$ cat src/rtl/cpuclk_pkg.sv
`default_nettype none
// +--------------------------------------------------------------------+
// | cpuclk_pkg                                                         |
// | Shared state encoding and parameter defaults for the CPU clock     |
// | switch/divider.                                                    |
// | Revision: 1.0                                                      |
// +--------------------------------------------------------------------+
package cpuclk_pkg;

   localparam int DIV_W_DEF       = 4;
   localparam int SYNC_STAGES_DEF = 2;
   localparam int MIN_LOW_DEF     = 2;

   typedef enum logic [1:0] {
      LS_ALIGN = 2'd0,
      LS_RUN   = 2'd1,
      HS_ALIGN = 2'd2,
      HS_RUN   = 2'd3
   } cpuclk_state_e;

endpackage
`default_nettype wire

$ cat src/rtl/sync_ff.sv
`default_nettype none
// +--------------------------------------------------------------------+
// | sync_ff                                                            |
// | N-stage single-bit synchroniser with asynchronous active-low reset.|
// | Revision: 1.0                                                      |
// +--------------------------------------------------------------------+
module sync_ff
   import cpuclk_pkg::*;
#(
   parameter int STAGES = SYNC_STAGES_DEF
) (
   input  logic clk,
   input  logic rst_n,
   input  logic d,
   output logic q
);

   logic [STAGES-1:0] chain_q;
   logic [STAGES-1:0] chain_d;

   always_comb begin
      chain_d = {chain_q[STAGES-2:0], d};
   end

   always_ff @(posedge clk or negedge rst_n) begin
      if (!rst_n) begin
         chain_q <= '0;
      end else begin
         chain_q <= chain_d;
      end
   end

   assign q = chain_q[STAGES-1];

endmodule
`default_nettype wire

$ cat src/rtl/cpuclk_switch_div.sv
`default_nettype none
// +--------------------------------------------------------------------+
// | cpuclk_switch_div                                                  |
// | Glitch-free CPU clock switch between a divided hsclk_in and a      |
// | synchronised lsclk_in. Optional macro: LONG_LS_PHI1_TO_HS_PHI1_EN  |
// | holds HS entry until an LS rise has been seen in HS_ALIGN.         |
// | Revision: 1.0                                                      |
// +--------------------------------------------------------------------+
module cpuclk_switch_div
   import cpuclk_pkg::*;
#(
   parameter int DIV_W       = DIV_W_DEF,
   parameter int SYNC_STAGES = SYNC_STAGES_DEF,
   parameter int MIN_LOW     = MIN_LOW_DEF
) (
   input  logic             hsclk_in,
   input  logic             rst_b,
   input  logic             lsclk_in,
   input  logic             hsclk_sel,
   input  logic [DIV_W-1:0] cpuclk_div_sel,
   output logic             clkout,
   output logic             hsclk_selected,
   output logic             lsclk_selected,
   output logic             switch_busy
);

   localparam logic [DIV_W-1:0] MIN_LOW_CNT = DIV_W'(MIN_LOW - 1);
   localparam logic [DIV_W-1:0] CNT_ONE     = DIV_W'(1);

   cpuclk_state_e    state_q, state_d;
   logic             clkout_q, clkout_d;
   logic [DIV_W-1:0] cnt_q, cnt_d;
   logic [DIV_W-1:0] div_q, div_d;
   logic             ls_prev_q;
   logic             hs_sel_q, hs_sel_d;
   logic             ls_sel_q, ls_sel_d;
   logic             ls_sync;
   logic             ls_rise;
   logic             align_done;

   sync_ff #(
      .STAGES (SYNC_STAGES)
   ) u_ls_sync (
      .clk   (hsclk_in),
      .rst_n (rst_b),
      .d     (lsclk_in),
      .q     (ls_sync)
   );

   assign ls_rise = ls_sync & ~ls_prev_q;

`ifdef LONG_LS_PHI1_TO_HS_PHI1_EN
   logic seen_rise_q, seen_rise_d;

   // Held clear outside HS_ALIGN, so it is always clear on entry.
   always_comb begin
      seen_rise_d = 1'b0;
      if (state_q == HS_ALIGN) begin
         seen_rise_d = seen_rise_q | ls_rise;
      end
   end

   always_ff @(posedge hsclk_in or negedge rst_b) begin
      if (!rst_b) begin
         seen_rise_q <= 1'b0;
      end else begin
         seen_rise_q <= seen_rise_d;
      end
   end

   assign align_done = (cnt_q == '0) && (seen_rise_q || ls_rise);
`else
   assign align_done = (cnt_q == '0);
`endif

   always_comb begin
      state_d  = state_q;
      clkout_d = clkout_q;
      cnt_d    = cnt_q;
      div_d    = div_q;
      case (state_q)
         LS_RUN: begin
            clkout_d = ls_sync;
            // Leave only once the LS high phase has fully drained.
            if (hsclk_sel && !ls_sync && !clkout_q) begin
               state_d  = HS_ALIGN;
               cnt_d    = MIN_LOW_CNT;
               clkout_d = 1'b0;
            end
         end
         HS_ALIGN: begin
            clkout_d = 1'b0;
            if (!hsclk_sel) begin
               state_d = LS_ALIGN;
            end else if (align_done) begin
               state_d  = HS_RUN;
               clkout_d = 1'b1;
               div_d    = cpuclk_div_sel;
               cnt_d    = cpuclk_div_sel;
            end else if (cnt_q != '0) begin
               cnt_d = cnt_q - CNT_ONE;
            end
         end
         HS_RUN: begin
            if (cnt_q != '0) begin
               cnt_d = cnt_q - CNT_ONE;
            end else if (!clkout_q && !hsclk_sel) begin
               state_d  = LS_ALIGN;
               clkout_d = 1'b0;
            end else begin
               clkout_d = ~clkout_q;
               div_d    = cpuclk_div_sel;
               cnt_d    = cpuclk_div_sel;
            end
         end
         default: begin
            clkout_d = 1'b0;
            if (hsclk_sel) begin
               state_d = HS_ALIGN;
               cnt_d   = MIN_LOW_CNT;
            end else if (ls_rise) begin
               state_d  = LS_RUN;
               clkout_d = 1'b1;
            end
         end
      endcase
   end

   assign hs_sel_d = (state_d == HS_RUN);
   assign ls_sel_d = (state_d == LS_RUN);

   always_ff @(posedge hsclk_in or negedge rst_b) begin
      if (!rst_b) begin
         state_q   <= LS_ALIGN;
         clkout_q  <= 1'b0;
         cnt_q     <= '0;
         div_q     <= '0;
         ls_prev_q <= 1'b0;
         hs_sel_q  <= 1'b0;
         ls_sel_q  <= 1'b0;
      end else begin
         state_q   <= state_d;
         clkout_q  <= clkout_d;
         cnt_q     <= cnt_d;
         div_q     <= div_d;
         ls_prev_q <= ls_sync;
         hs_sel_q  <= hs_sel_d;
         ls_sel_q  <= ls_sel_d;
      end
   end

   // The running phase counter can never exceed the divide latched for it.
   a_cnt_within_div: assert property (@(posedge hsclk_in) disable iff (!rst_b)
      (state_q == HS_RUN) |-> (cnt_q <= div_q));

   assign clkout         = clkout_q;
   assign hsclk_selected = hs_sel_q;
   assign lsclk_selected = ls_sel_q;
   assign switch_busy    = (state_q == LS_ALIGN) || (state_q == HS_ALIGN) ||
                           ((state_q == LS_RUN) && hsclk_sel) ||
                           ((state_q == HS_RUN) && !hsclk_sel);

endmodule
`default_nettype wire

$ cat config.mk
export PLATFORM = sky130hd
export DESIGN_NAME = cpuclk_switch_div
export DESIGN_NICKNAME = d
export VERILOG_FILES = /design/src/rtl/cpuclk_pkg.sv /design/src/rtl/sync_ff.sv /design/src/rtl/cpuclk_switch_div.sv
export SDC_FILE = /design/constraint.sdc
export NUM_CORES = 1
export LEC_CHECK = 0
export ABC_AREA = 1
export BUFFER_PORTS_ARGS = -buffer_cell sky130_fd_sc_hd__buf_2
export CAP_MARGIN = 40
export CORE_AREA = 2 2 41 47
export CTS_BUF_LIST = sky130_fd_sc_hd__clkbuf_16
export CTS_CLUSTER_DIAMETER = 80
export DETAILED_ROUTE_END_ITERATION = 6
export DIE_AREA = 0 0 43 49
export PLACE_DENSITY = 0.78
export SYNTH_ARGS = -nofsm -noshare
export SYNTH_HDL_FRONTEND = slang
export SYNTH_SLANG_ARGS = --single-unit
$ cat constraint.sdc
create_clock -name hsclk_in -period 1.3 [get_ports hsclk_in]
set_input_delay 0.26 -clock hsclk_in [delete_from_list [all_inputs] [get_ports hsclk_in]]
set_output_delay 0.26 -clock hsclk_in [all_outputs]
set_load 0.01 [all_outputs]
==> results_dict.tcl <==
set metrics [dict create \
    vias 637 \
    required_ns 1.04 \
    cts_tree "done" \
    clock_skew_ns 0.00270 \
    min_path_cells 1 \
    ys_seq_elements 12 \
    drcViolationCount 0 \
    firstDrtPassIters 2 \
    post_drt_via_cell_ratio 5.02 \
    netSwitchingPower_uw 1060 \
    rsz0062_at_grt "true" \
    num_io_pins 12 \
    vdd_drop_max_uv 1700 \
    yosysSeqAreaShare_pct 40.3 \
    rows 16 \
    p_comb_share_pct 55.3 \
    overflow 0 \
    seq_power_share_pct 24.0 \
    final-hold-violation-count 0 \
    h-tree-depth 1 \
    critPathTopFamily "flip-flops" \
    grt_antenna_before_repair 0 \
    grt_usage_pct 17.2 \
    fill_cells 145 \
    clkPwrFrac_pct 20.7 \
    nNetsFinal 121 \
    syn-num-nets 97 \
    worst-path-max-fanout 3 \
    syn_avg_cell_area_um2 8.57 \
    r2r_slack_ns 0.07 \
    drive_above_1_share_pct 51.4 \
    cts.clk_slew.worst_paths_ns 0.04 \
    status "complete, no violations" \
    grt_pass1_wl_mm 2.73 \
    dp.cells 118 \
    hpwl_mm 1.12 \
    drt.antenna.violating_nets 0 \
    path_depth 3 \
    crit_start "state_q[1]$_DFF_PN0_" \
    cp_slowest_cell "dfrtp_2" \
    final_common_cell "nand2_1" \
    drv_cap 0 \
    cell_internal_pwr_uw 1510 \
    min_period_over_period_pct 96.4 \
    worstReg2RegStart "cnt_q[1]$_DFFE_PN0P_" \
    cp-start-kind "flip-flop" \
    grt_pass1_vias 660 \
    max_freq_mhz 798 \
    initial_core_util_pct 44.3 \
    portBuffers 11 \
    p_sw_share_pct 41.2 \
    wl_per_cell_um 12.1 \
    path_class "flip-flop to primary output" \
    syn_inst 87 \
    drv_slew 0 \
    syn-cell-area_um2 746 \
    critPathCapture "switch_busy" \
    cts_buffer_depth 2 \
    cp_num_buf_inv 1 \
    tns_ns 0 \
    hold_ws_ns 0.130 \
    max_stage_delay_ns 0.42 \
    setup_ws_ns 0.0473 \
    p_per_area_nw_per_um2 2550 \
    finalWirelength_mm 1.54 \
    final_cells 127 \
    antenna_cells 0 \
    place_congestion 0.848 \
    place_worst_setup_slack_ns -0.0556 \
    first_iter_violations 6 \
    core_um2 1680 \
    power_uw 2560 \
    cp_cell_sequence "a21oi_2 -> o21ai_0 -> buf_2" \
    period_needed_ns 1.25 \
    min_path_type "input pin to flip-flop" \
    die_area_um2 2110 \
    ys_types 22 \
    cts_made_buffers 3 \
    leakagePower_uw 0.000510 \
    relSlewSlack_pct 82.6 \
    die_h_um 49 \
    setup_viol 0 \
    r2r_cells 8 \
    worst_ep_arrival_time_ns 0.99 \
    yosys_warnings 0 \
    tightest_slew_ns 0.261 \
    grt_start_max_net_pins 13 \
    fp.dieW_um 43 \
    rr_endpoint "cnt_q[1]$_DFFE_PN0P_" \
    area_delta_synth_final_pct 34.7 \
    clock-sinks 12 \
    clock_latency_ns 0.23 \
    cp-end-kind "primary output" \
    final_cell_mix "nand2_1, dfrtp_1, buf_2" \
    clockRootBuffer "clkbuf_16" \
]
-- worst min-delay path by stage --
stage              from                             end  slack [ns]
6_report       lsclk_in  u_ls_sync.chain_q[0]$_DFF_PN0_        0.13
5_1_grt        lsclk_in  u_ls_sync.chain_q[0]$_DFF_PN0_        0.13
4_1_cts        lsclk_in  u_ls_sync.chain_q[0]$_DFF_PN0_        0.13
3_5_place_dp      rst_b        lsclk_selected$_DFF_PN0_        0.14
3_3_place_gp      rst_b  u_ls_sync.chain_q[0]$_DFF_PN0_        0.14
2_1_floorplan     rst_b              clkout$_DFFE_PN0P_       -0.04
-- worst reg2reg max path, delay by kind of cell, from the launching register on --
kind / cells / cell delay, ns
buf+inv: 1 / 0.08
fa+ha+maj: 1 / 0.16
flops: 1 / 0.38
simple gates: 6 / 0.55
-- per-stage QoR --
stage / utilization [%] / instance area (µm²)
after floorplan: - / 748
after global routing: 59.7 / 1000
after detailed placement: 50.0 / 841
after global placement: 50.0 / 841
final: 59.7 / 1000
after CTS: 57.4 / 965
-- flip-flops by register name, summed over array words and instances (netlist names) --
register / cells
cnt_q: 4
state_q: 2
u_ls_sync.chain_q: 2
clkout: 1
hsclk_selected: 1
ls_prev_q: 1
lsclk_selected: 1
-- logic make-up (layout without fill, tap and decap cells) --
| kind of cell | after synthesis | count (layout) | share of synthesized area (%) |
|---|---|---|---|
| buffers and inverters | 14 | 36 | 7.55 |
| and+or+nand+nor | 51 | 51 | 42.4 |
| xor gates and xnor gates | 1 | 1 | 1.17 |
| AOI/OAI and AO/OA | 7 | 7 | 5.20 |
| DFF | 12 | 12 | 40.3 |
| adders and majority gates | 2 | 2 | 3.36 |
-- cell usage after synthesis --
| cell | instances | share of area (%) |
|---|---|---|
| o21ai_0 | 2 | 1.3 |
| buf_4 | 1 | 1.0 |
| nand3_2 | 6 | 8.1 |
| a21oi_1 | 1 | 0.67 |
| nand2_1 | 17 | 8.6 |
| inv_2 | 4 | 2.0 |
| nand4_1 | 1 | 0.84 |
| nand3_1 | 7 | 4.7 |
| nand2_4 | 2 | 3.0 |
| nor2_8 | 1 | 2.7 |
| ha_1 | 2 | 3.4 |
| xnor2_1 | 1 | 1.2 |
| nor3_1 | 1 | 0.67 |
| o21ai_2 | 1 | 1.2 |
| dfrtp_1 | 12 | 40 |
| nor2_2 | 3 | 2.5 |
| nor2_1 | 5 | 2.5 |
| o21ai_1 | 3 | 2.0 |
| nor2_4 | 2 | 3.0 |
| nand2_2 | 5 | 4.2 |
| inv_1 | 9 | 4.5 |
| nand4_2 | 1 | 1.7 |
-- final cells by class --
| class | instances | area, µm² | area share, % |
|---|---|---|---|
| sequential | 12 | 302 | 30.0 |
| multi-input combinational | 61 | 432 | 43.0 |
| timing repair buffer | 20 | 125 | 12.5 |
| tap | 18 | 22.5 | 2.24 |
| clock buffer | 3 | 75.1 | 7.47 |
| inverter | 13 | 48.8 | 4.86 |
-- power by group through the flow --
stage	clock [µW]	sequential, µW	combinational [µW]
6_report	531	616	1420
5_1_grt	568	633	1580
4_1_cts	543	603	1310
3_5_place_dp	0	631	1160
3_3_place_gp	0	624	1120
2_1_floorplan	0	602	906
-- timing repair --
item,4_1_cts,5_1_grt
buffers inserted,2,3
endpoints found under the setup margin,7,7
hold endpoints to repair,12,0
pin swaps,2,4
hold buffers,1,0
resized for setup,5,7
-- metal layers --
metal / track usage (%) / vias up / wire (µm)
li1: - / 322 / -
met1: 20.9 / 304 / 688
met2: 27.0 / 7 / 787
met3: 4.81 / 4 / 34
met4: 9.60 / 0 / 31
met5: 0 / - / 0
Power figures use the tool's default switching activity.
